$ cat config.mk
export PLATFORM = sky130hd
export DESIGN_NAME = i2c_mb_slave_array
export DESIGN_NICKNAME = d
export VERILOG_FILES = /design/src/rtl/i2c_slave_pkg.sv /design/src/rtl/i2c_edge_sync.sv /design/src/rtl/i2c_mb_slave_array.sv
export SDC_FILE = /design/constraint.sdc
export NUM_CORES = 1
export LEC_CHECK = 0
export ABC_AREA = 1
export ABC_CLOCK_PERIOD_IN_PS = 3010
export BUFFER_PORTS_ARGS = -buffer_cell sky130_fd_sc_hd__buf_2
export CORE_UTILIZATION = 35
export CTS_CLUSTER_DIAMETER = 60
export CTS_CLUSTER_SIZE = 20
export DETAILED_ROUTE_END_ITERATION = 10
export SYNTH_ARGS = -nofsm -noshare
export SYNTH_HDL_FRONTEND = slang
export SYNTH_SLANG_ARGS = --single-unit
export TNS_END_PERCENT = 5
$ cat constraint.sdc
create_clock -name clk_i -period 3.01 [get_ports clk_i]
set_input_delay 0.4515 -clock clk_i [delete_from_list [all_inputs] [get_ports clk_i]]
set_output_delay 0.4515 -clock clk_i [all_outputs]
set_load 0.02 [all_outputs]
$ cat src/rtl/i2c_slave_pkg.sv
// Shared types and helpers for the multi-bus I2C slave responder.
package i2c_slave_pkg;

    typedef enum logic [3:0] {
        ST_IDLE,
        ST_ADDR,
        ST_ADDR_ACK,
        ST_PTR,
        ST_PTR_ACK,
        ST_WDATA,
        ST_WDATA_ACK,
        ST_RDATA,
        ST_RDATA_ACK,
        ST_WAIT_STOP
    } state_e;

    localparam logic ACK  = 1'b0;
    localparam logic NACK = 1'b1;

    localparam int unsigned MAX_AW = 16;

    // Address answered on bus idx: base + idx, wrapped to aw bits.
    function automatic logic [MAX_AW-1:0] bus_addr(input logic [MAX_AW-1:0] base,
                                                   input logic [MAX_AW-1:0] idx,
                                                   input int unsigned       aw);
        logic [MAX_AW-1:0] mask;
        mask = MAX_AW'((32'd1 << aw) - 32'd1);
        return (base + idx) & mask;
    endfunction

endpackage

$ cat src/rtl/i2c_edge_sync.sv
// Two-flop synchronizer plus START/STOP and SCL edge detector for one SCL/SDA pair.
module i2c_edge_sync (
    input  logic clk_i,
    input  logic rst_i,
    input  logic scl_i,
    input  logic sda_i,
    output logic sda_lvl_o,
    output logic scl_rise_o,
    output logic scl_fall_o,
    output logic start_o,
    output logic stop_o
);

    logic scl_meta_q, scl_sync_q, scl_prev_q;
    logic sda_meta_q, sda_sync_q, sda_prev_q;
    logic rise_q, fall_q, start_q, stop_q;
    logic rise_d, fall_d, start_d, stop_d;

    // Edge classification on the synchronized levels.
    always_comb begin
        rise_d  = scl_sync_q & ~scl_prev_q;
        fall_d  = ~scl_sync_q & scl_prev_q;
        start_d = scl_sync_q & scl_prev_q & ~sda_sync_q & sda_prev_q;
        stop_d  = scl_sync_q & scl_prev_q & sda_sync_q & ~sda_prev_q;
    end

    // Synchronizer chain and registered event strobes; idle bus levels on reset.
    always_ff @(posedge clk_i) begin
        if (rst_i) begin
            scl_meta_q <= 1'b1;
            scl_sync_q <= 1'b1;
            scl_prev_q <= 1'b1;
            sda_meta_q <= 1'b1;
            sda_sync_q <= 1'b1;
            sda_prev_q <= 1'b1;
            rise_q     <= 1'b0;
            fall_q     <= 1'b0;
            start_q    <= 1'b0;
            stop_q     <= 1'b0;
        end else begin
            scl_meta_q <= scl_i;
            scl_sync_q <= scl_meta_q;
            scl_prev_q <= scl_sync_q;
            sda_meta_q <= sda_i;
            sda_sync_q <= sda_meta_q;
            sda_prev_q <= sda_sync_q;
            rise_q     <= rise_d;
            fall_q     <= fall_d;
            start_q    <= start_d;
            stop_q     <= stop_d;
        end
    end

    // sda_prev_q holds the SDA level seen by the strobes currently presented.
    assign sda_lvl_o  = sda_prev_q;
    assign scl_rise_o = rise_q;
    assign scl_fall_o = fall_q;
    assign start_o    = start_q;
    assign stop_o     = stop_q;

endmodule

$ cat src/rtl/i2c_mb_slave_array.sv
// I2C slave responder serving one selectable bus of an N-bus fabric, backed by a byte register file.
module i2c_mb_slave_array
    import i2c_slave_pkg::*;
#(
    parameter int unsigned NUM_BUSSES = 16,
    parameter int unsigned ADDR_WIDTH = 7,
    parameter int unsigned DATA_WIDTH = 8,
    parameter int unsigned MEM_DEPTH  = 16,
    parameter logic [ADDR_WIDTH-1:0] BASE_ADDR = 'h22
) (
    input  logic                          clk_i,
    input  logic                          rst_i,
    input  logic [NUM_BUSSES-1:0]         scl_i,
    input  logic [NUM_BUSSES-1:0]         sda_i,
    output logic [NUM_BUSSES-1:0]         sda_o,
    input  logic [$clog2(NUM_BUSSES)-1:0] bus_sel_i,
    output logic                          busy_o,
    output logic                          xfer_done_o,
    output logic                          xfer_rw_o,
    output logic [DATA_WIDTH-1:0]         xfer_cnt_o
);

    localparam int unsigned BW = $clog2(NUM_BUSSES);
    localparam int unsigned PW = $clog2(MEM_DEPTH);
    localparam int unsigned SW = (ADDR_WIDTH + 1 > DATA_WIDTH) ? ADDR_WIDTH + 1 : DATA_WIDTH;
    localparam int unsigned CW = $clog2(SW + 1);

    state_e                  state_q, state_d;
    logic [BW-1:0]           bus_q, bus_d;
    logic [SW-1:0]           sh_q, sh_d;
    logic [CW-1:0]           cnt_q, cnt_d;
    logic [PW-1:0]           ptr_q, ptr_d;
    logic                    drv_q, drv_d;
    logic                    rw_q, rw_d;
    logic                    match_q, match_d;
    logic [DATA_WIDTH-1:0]   bytes_q, bytes_d;
    logic [NUM_BUSSES-1:0]   sda_o_q, sda_o_d;
    logic                    busy_q, busy_d;
    logic                    done_q, done_d;
    logic                    xrw_q, xrw_d;
    logic [DATA_WIDTH-1:0]   xcnt_q, xcnt_d;
    logic [DATA_WIDTH-1:0]   mem_q [MEM_DEPTH];
    logic                    mem_we;
    logic [DATA_WIDTH-1:0]   mem_wdata;

    logic                    sda_s, scl_rise, scl_fall, start_s, stop_s;
    logic [SW-1:0]           shifted;
    logic [ADDR_WIDTH-1:0]   my_addr;
    logic [DATA_WIDTH-1:0]   rd_bits;

    // Single detector placed after the bus mux.
    i2c_edge_sync u_sync (
        .clk_i      (clk_i),
        .rst_i      (rst_i),
        .scl_i      (scl_i[bus_q]),
        .sda_i      (sda_i[bus_q]),
        .sda_lvl_o  (sda_s),
        .scl_rise_o (scl_rise),
        .scl_fall_o (scl_fall),
        .start_o    (start_s),
        .stop_o     (stop_s)
    );

    assign shifted = {sh_q[SW-2:0], sda_s};
    assign my_addr = ADDR_WIDTH'(bus_addr(MAX_AW'(BASE_ADDR), MAX_AW'(bus_q), ADDR_WIDTH));
    assign rd_bits = mem_q[ptr_q] << cnt_q;

    // Protocol FSM: next state, drive level, pointer and transfer bookkeeping.
    always_comb begin
        state_d   = state_q;
        bus_d     = bus_q;
        sh_d      = sh_q;
        cnt_d     = cnt_q;
        ptr_d     = ptr_q;
        drv_d     = drv_q;
        rw_d      = rw_q;
        match_d   = match_q;
        bytes_d   = bytes_q;
        xrw_d     = xrw_q;
        xcnt_d    = xcnt_q;
        done_d    = 1'b0;
        mem_we    = 1'b0;
        mem_wdata = shifted[DATA_WIDTH-1:0];

        if (stop_s) begin
            // STOP wins over a simultaneous START glitch.
            state_d = ST_IDLE;
            drv_d   = NACK;
            match_d = 1'b0;
            if (match_q) begin
                done_d = 1'b1;
                xrw_d  = rw_q;
                xcnt_d = bytes_q;
            end
        end else if (start_s) begin
            state_d = ST_ADDR;
            cnt_d   = '0;
            drv_d   = NACK;
            if (state_q == ST_IDLE) begin
                bytes_d = '0;
                match_d = 1'b0;
            end
        end else begin
            unique case (state_q)
                ST_IDLE: begin
                    bus_d = bus_sel_i;
                end
                ST_ADDR: begin
                    if (scl_rise) begin
                        sh_d  = shifted;
                        cnt_d = cnt_q + CW'(1);
                        if (cnt_q == CW'(ADDR_WIDTH)) begin
                            if (shifted[ADDR_WIDTH:1] == my_addr) begin
                                match_d = 1'b1;
                                rw_d    = shifted[0];
                                state_d = ST_ADDR_ACK;
                            end else begin
                                state_d = ST_WAIT_STOP;
                            end
                        end
                    end
                end
                ST_ADDR_ACK: begin
                    // First fall starts the ACK bit, second fall ends it.
                    if (scl_fall) begin
                        if (drv_q) begin
                            drv_d = ACK;
                        end else begin
                            cnt_d = '0;
                            if (rw_q) begin
                                state_d = ST_RDATA;
                                drv_d   = mem_q[ptr_q][DATA_WIDTH-1];
                            end else begin
                                state_d = ST_PTR;
                                drv_d   = NACK;
                            end
                        end
                    end
                end
                ST_PTR: begin
                    if (scl_rise) begin
                        sh_d  = shifted;
                        cnt_d = cnt_q + CW'(1);
                        if (cnt_q == CW'(DATA_WIDTH - 1)) begin
                            ptr_d   = PW'(shifted[DATA_WIDTH-1:0]);
                            state_d = ST_PTR_ACK;
                        end
                    end
                end
                ST_WDATA: begin
                    if (scl_rise) begin
                        sh_d  = shifted;
                        cnt_d = cnt_q + CW'(1);
                        if (cnt_q == CW'(DATA_WIDTH - 1)) begin
                            mem_we  = 1'b1;
                            ptr_d   = ptr_q + PW'(1);
                            bytes_d = (&bytes_q) ? bytes_q : bytes_q + DATA_WIDTH'(1);
                            state_d = ST_WDATA_ACK;
                        end
                    end
                end
                ST_PTR_ACK, ST_WDATA_ACK: begin
                    if (scl_fall) begin
                        if (drv_q) begin
                            drv_d = ACK;
                        end else begin
                            drv_d   = NACK;
                            cnt_d   = '0;
                            state_d = ST_WDATA;
                        end
                    end
                end
                ST_RDATA: begin
                    if (scl_rise) begin
                        cnt_d = cnt_q + CW'(1);
                    end else if (scl_fall) begin
                        if (cnt_q == CW'(DATA_WIDTH)) begin
                            drv_d   = NACK;
                            state_d = ST_RDATA_ACK;
                        end else begin
                            drv_d = rd_bits[DATA_WIDTH-1];
                        end
                    end
                end
                ST_RDATA_ACK: begin
                    if (scl_rise) begin
                        ptr_d   = ptr_q + PW'(1);
                        bytes_d = (&bytes_q) ? bytes_q : bytes_q + DATA_WIDTH'(1);
                        cnt_d   = '0;
                        state_d = (sda_s == ACK) ? ST_RDATA : ST_WAIT_STOP;
                    end
                end
                ST_WAIT_STOP: begin
                    drv_d = NACK;
                end
                default: begin
                    state_d = ST_IDLE;
                    drv_d   = NACK;
                end
            endcase
        end

        sda_o_d        = '1;
        sda_o_d[bus_d] = drv_d;
        busy_d         = (state_d != ST_IDLE);
    end

    // State and output registers.
    always_ff @(posedge clk_i) begin
        if (rst_i) begin
            state_q <= ST_IDLE;
            bus_q   <= '0;
            sh_q    <= '0;
            cnt_q   <= '0;
            ptr_q   <= '0;
            drv_q   <= 1'b1;
            rw_q    <= 1'b0;
            match_q <= 1'b0;
            bytes_q <= '0;
            sda_o_q <= '1;
            busy_q  <= 1'b0;
            done_q  <= 1'b0;
            xrw_q   <= 1'b0;
            xcnt_q  <= '0;
        end else begin
            state_q <= state_d;
            bus_q   <= bus_d;
            sh_q    <= sh_d;
            cnt_q   <= cnt_d;
            ptr_q   <= ptr_d;
            drv_q   <= drv_d;
            rw_q    <= rw_d;
            match_q <= match_d;
            bytes_q <= bytes_d;
            sda_o_q <= sda_o_d;
            busy_q  <= busy_d;
            done_q  <= done_d;
            xrw_q   <= xrw_d;
            xcnt_q  <= xcnt_d;
        end
    end

    // Register file, cleared on reset.
    always_ff @(posedge clk_i) begin
        if (rst_i) begin
            for (int i = 0; i < int'(MEM_DEPTH); i++) begin
                mem_q[i] <= '0;
            end
        end else if (mem_we) begin
            mem_q[ptr_q] <= mem_wdata;
        end
    end

    assign sda_o       = sda_o_q;
    assign busy_o      = busy_q;
    assign xfer_done_o = done_q;
    assign xfer_rw_o   = xrw_q;
    assign xfer_cnt_o  = xcnt_q;

endmodule
==> results.toml, run 1 <==
[run_status]
outcome = "complete, no violations"

[drt]
dr.pass1.iters = 7
drt_wl_total_mm = 24.6
wire_per_inst_um = 15.8
drc = 0
drt_iter0_drc = 751
ant_nets = 0
avgViaCountPerCell = 5.03
dr_total_vias = 7801

[clocking]
post_cts_buffers = 0
cts_tree = "yes"
cts_resized = 0
clkSinkCount = 203
clkTransAtPathRegs_ps = 80
worstSkewPairLatency_ps = 500
clock_path_buffers = 3
hold_buffers = 0
cts-buffers-inserted = 18
htree_levels = 1
root_buffer = "clkbuf_16"

[yosys]
synth-simple-area-share = 0.273
synth.cell_area_mm2 = 0.00957
synth_top_area_frac = 0.402
synth-compound-area-share = 0.0825
synthMuxAreaShare = 0
synth_area_leaders = "edfxtp_1 40%, dfxtp_1 16%, nor2_1 9.0%"
postSynth.asyncResetShare = 0
synth_top_family_by_area = "simple AND/OR/NAND/NOR gates"
yosys_warnings = 0
synth_xor_area_frac = 0.00549
synth_fa_ha_area_frac = 0.0105
yosysTopAreaCell = "edfxtp_1"
ys.flop_type = "edfxtp_1"
syn-instance-count = 1131
synth-seq-cells = 203
synthDistinctLibCells = 38
syn_area_per_cell_um2 = 8.46
synth_edf_count = 128
ys_seq_area_frac = 0.558
syn_nets = 1177

[critical_path]
ff2ff_setup_slack_ps = 450
reg2reg_to = "mem_q[2][7]$_SDFFCE_PN0P_"
reg2reg_depth = 8
critPathArrivalTime_ps = 2720
cp-end-kind = "register"
crit_type = "register to register"
worstPathMaxFanout = 9
timing.rr.start = "cnt_q[0]$_SDFFE_PP0P_"
crit_start = "cnt_q[0]$_SDFFE_PP0P_"
cp_data_required_time_ps = 3160
start_kind = "register"

[floorplan]
fp-row-count = 60
initial_utilization = 0.356
dieArea_mm2 = 0.0280
die_x_um = 167
pin_count = 65
core_mm2 = 0.0269
die_h_um = 167

[finish]
n_antenna_cell = 0
nNetsFinal = 1244
multi_input_area_mm2 = 0.00356
fillers = 2704
area.sequential_mm2 = 0.00535
final_common_cell = "nor2_1"
final_util = 0.407
final_cell_mix = "229 x nor2_1, 228 x nand2_1, 128 x edfxtp_1"
area_growth_pct = 14.3
drive_above_1_share = 0.140

[timing]
drv_slew = 0
setup_viol_count_final = 0
skew_ps = 19.2
fmax_mhz = 390
finalWorstSetupSlack_ps = 446
fin_crit_sh = 0.852
hold_viol = 0
worst_slew_pin_slew_ps = 887
fin_setup_tns_ps = 0
period_needed_ps = 2560
relSlewSlack = 0.405
rsz0062_at_grt = "false"

[placement]
io_buffers = 64
place_ws_ps = 544
dp_hpwl_mm = 17.0
place_congestion = 0.937

[pwr]
leakage_nw = 4.33
total_power_mw = 5.80
pwr_density_cell_mw_per_mm2 = 530
ir_drop_mv = 0.295

[worst_hold_path]
hp-class = "input port to register"
whs_path_depth = 4
hold_start = "rst_i"
whs_endpoint = "state_q[0]$_SDFF_PP0_"

[job]
drv_cap = 0

[global_route]
grt_overflow = 0
gr-usage-all-layers = 0.176
grt_pass1_vias = 7558
grt_max_degree = 44
grt_pass1_wl_mm = 39.4
grt_antenna_before_repair = 0
layer usage:
layer | routed length, µm | up-vias | global-route usage
li1 | - | 3883 | -
met1 | 11200 | 3580 | 0.242
met2 | 11200 | 279 | 0.291
met3 | 1480 | 59 | 0.0286
met4 | 606 | 0 | 0.0419
met5 | 0 | - | 0
registers in the layout (all words and copies together) (netlist names), 4 cells and up, named ones only:
name        cells
bus_q           4
bytes_q         8
cnt_q           4
mem_q         128
ptr_q           4
sda_o          16
sh_q            7
state_q         4
xfer_cnt_o      8
power by group:
| group | internal, mW | switching [mW] |
|---|---|---|
| Sequential | 3.02 | 0.0405 |
| Clock | 1.30 | 1.15 |
| Combinational | 0.0916 | 0.196 |
worst max path at each step:
stage	to	cells past startpoint
after floorplan	mem_q[0][0]$_SDFFCE_PN0P_	7
after global placement	mem_q[2][0]$_SDFFCE_PN0P_	8
after detailed placement	mem_q[2][2]$_SDFFCE_PN0P_	8
after CTS	mem_q[2][4]$_SDFFCE_PN0P_	8
after global routing	mem_q[2][6]$_SDFFCE_PN0P_	8
final	mem_q[2][7]$_SDFFCE_PN0P_	8
cells by family (layout without fill, tap and decap cells):
kind of cell               after synthesis  in the layout
DFF                                    203            203
adders and majority gates                8              8
buffers and inverters                  158            237
AOI/OAI and AO/OA                      137            137
and+or+nand+nor                        619            619
xor gates and xnor gates                 6              6
worst max-delay path, cell delays in order (launching register included):
cell and delay (ps):
dfxtp_1 430, ha_1 210, nand3_1 160, nor2_1 300
nand4_1 290, nor2_1 190, buf_4 180, nand2_2 110
nand2_1 340
synth_stat cells (4+ instances only):
| master | count |
|---|---|
| inv_2 | 7 |
| o21ai_1 | 9 |
| nor4_1 | 5 |
| nand2_1 | 228 |
| o211ai_1 | 4 |
| buf_2 | 17 |
| buf_4 | 5 |
| a21oi_1 | 31 |
| ha_1 | 8 |
| nor3_1 | 7 |
| edfxtp_1 | 128 |
| dfxtp_1 | 75 |
| nor2_2 | 6 |
| nor2_1 | 229 |
| o22ai_1 | 10 |
| clkbuf_1 | 23 |
| nand4_1 | 23 |
| o21ai_0 | 61 |
| a211oi_1 | 12 |
| inv_1 | 92 |
| nand2_2 | 20 |
| clkinv_1 | 8 |
| nand3_1 | 94 |
| buf_6 | 5 |
| xor2_1 | 4 |
stage by stage:
| stage | hold WS (ps) | area (µm²) | std cells |
|---|---|---|---|
| after detailed placement | 397 | 10300 | 1519 |
| after CTS | 275 | 10900 | 1551 |
| after floorplan | 389 | 9570 | 1131 |
| final | 295 | 10900 | 1551 |
| after global routing | 326 | 10900 | 1551 |
| after global placement | 390 | 10300 | 1519 |
final cells by class:
| type | instances | share of cell area |
|---|---|---|
| Clock buffer | 22 | 0.0473 |
| Clock inverter | 10 | 0.00983 |
| Inverter | 107 | 0.0367 |
| Multi-Input combinational cell | 770 | 0.325 |
| Sequential cell | 203 | 0.489 |
| Tap cell | 341 | 0.0390 |
| Timing Repair Buffer | 98 | 0.0537 |
No activity file was read; power rests on OpenSTA's default activity.
==> inputs of run 2 (changes only) <==
Settings changed: CORE_UTILIZATION 35 to 60, PLACE_DENSITY from default to 0.79.
==> run 2 against run 1 <==
Compared with the run above:
- die area fell by 41%
- sequential cell count did not move
- maximum frequency fell by 3.6%
- utilization rose by 28 points
- global-route usage rose by 11 points
- register-to-register slack got worse by 96 ps
- final cell count fell by 9.2%
- combinational power rose by 2%
- wire length fell by 7.0%
- power fell by 8.4%
- critical path type unchanged
- critical endpoint is now mem_q[10][2]$_SDFFCE_PN0P_
- highest routed layer unchanged
==> results.toml, run 2 (synthesis results as in run 1) <==
[global_route]
grt_antenna_before_repair = 0
grt_overflow = 0
grt_pass1_wl_mm = 36.2
grt_pass1_vias = 7326
gr-usage-all-layers = 0.284
grt_max_degree = 62

[critical_path]
crit_buf_inv = 0
reg2reg_depth = 7
critPathMaxStageDelay_ps = 430
worstPathMaxFanout = 9
start_kind = "register"
critPathArrivalTime_ps = 2800
cp-end-kind = "register"
path_cells = "ha_1 > nand3_1 > nor2_1 > nand4_1 > nor2_2 > nand2_2 > nand2_1"
critical_path.top_delay_family = "simple AND/OR/NAND/NOR gates"
cp_data_required_time_ps = 3150
crit_type = "register to register"
slowest_stage = "dfxtp_1"
cp.depth = 7

[timing]
fin_crit_sh = 0.884
rsz0062_at_grt = "false"
hold_slack_ps = 269
period_needed_ps = 2660
hold_viol = 0
setup_viol_count_final = 0
drv_slew = 0
fmax_mhz = 376
worst_slew_pin_slew_ps = 805
relSlewSlack = 0.460
skew_ps = 39.2
fin_setup_tns_ps = 0

[finish]
n_antenna_cell = 0
multi_input_area_mm2 = 0.00356
finalInstanceArea_mm2 = 0.0106
largest_register_ffs = 128
nNetsFinal = 1235
drive_above_1_share = 0.129
area_growth_pct = 10.5
largest_register = "mem_q"
area.sequential_mm2 = 0.00535
fillers = 1229
final_cell_mix = "228 x nor2_1, 228 x nand2_1, 128 x edfxtp_1"

[floorplan]
core_mm2 = 0.0154
initial_utilization = 0.623
pin_count = 65
dieArea_mm2 = 0.0165
die_x_um = 128
die_h_um = 128
fp-row-count = 45

[drt]
highest_layer = "met4"
wl_met3_mm = 1.91
drc = 0
wire_per_inst_um = 16.2
routed-wl-met2_mm = 10.8
dr_total_vias = 7931
dr.pass1.iters = 5
met1Wirelength_mm = 9.36
ant_nets = 0
drt_iter0_drc = 713
avgViaCountPerCell = 5.63
drt_wl_total_mm = 22.8

[clocking]
worstSkewPairLatency_ps = 500
clkSinkCount = 203
post_cts_buffers = 0
root_buffer = "clkbuf_16"
htree_levels = 1
cts-buffers-inserted = 15
clkTransAtPathRegs_ps = 80
clock_path_buffers = 3
hold_buffers = 0
cts_tree = "yes"

[worst_hold_path]
hp-class = "input port to register"
whs_path_depth = 4

[pwr]
total_power_mw = 5.31
leakage_nw = 4.23
ir_drop_mv = 0.396
pwr_density_cell_mw_per_mm2 = 502

[placement]
io_buffers = 64
dp_hpwl_mm = 15.5
post_dp_cell_area_mm2 = 0.0101
place_congestion = 0.967

[job]
drv_cap = 0

[run_status]
outcome = "complete, no violations"
==> run 2: changes by cell type in the layout (fill, tap and decap cells not counted), moves of 2 or more <==
| cell | previous run | this run |
|---|---|---|
| clkbuf_1 | 1 | 5 |
| inv_6 | 5 | 1 |
| clkbuf_16 | 20 | 15 |
| buf_4 | 33 | 27 |
| clkinv_4 | 1 | 3 |
| inv_12 | 2 | 0 |
| inv_8 | 2 | 0 |
==> run 2: worst paths after layout <==
check | start | end | slack, ps
max | cnt_q[0]$_SDFFE_PP0P_ | mem_q[10][2]$_SDFFCE_PN0P_ | 350
min | rst_i | state_q[0]$_SDFF_PP0_ | 270
max reg2reg | cnt_q[0]$_SDFFE_PP0P_ | mem_q[10][2]$_SDFFCE_PN0P_ | 350
min reg2reg | u_sync.scl_meta_q$_SDFF_PP1_ | u_sync.scl_sync_q$_SDFF_PP1_ | 410
==> run 2: per-layer routing <==
layer	global-route usage	vias up
met5	0	-
met4	0.117	0
met3	0.0376	73
met2	0.473	379
met1	0.378	3621
li1	-	3858
==> run 2: timing repair <==
action / 4_1_cts / 5_1_grt
endpoints found under the hold margin: 0 / 0
endpoints found under the setup margin: 0 / 13
gates resized for setup: 0 / 1
==> run 2: area by class of cell <==
cell class                 instances  area share
tap                              211      0.0250
sequential                       203       0.506
multi-input combinational        770       0.336
clock buffer                      21      0.0386
clock inverter                     5     0.00521
inverter                         107      0.0380
timing repair buffer              92      0.0513
==> run 2: through the flow <==
step,utilization,setup WS (ps),std cells
floorplan,-,911,1131
global placement,0.658,427,1383
detailed placement,0.658,286,1383
CTS,0.688,239,1409
global route,0.688,187,1409
finish,0.688,350,1409
==> run 2: power breakdown <==
part / total (mW) / switching, mW / leakage (nW) / internal (mW)
sequential: 3.05 / 0.0320 / 1.93 / 3.02
clock: 1.96 / 0.979 / 0.225 / 0.985
combinational: 0.293 / 0.200 / 2.07 / 0.0928
total: 5.31 / 1.21 / 4.23 / 4.10
==> run 2: worst register-to-register path, stage by stage, from the launching register on <==
cell	delay, ps
dfxtp_1	430
ha_1	210
nand3_1	190
nor2_1	300
nand4_1	290
nor2_2	390
nand2_2	190
nand2_1	330
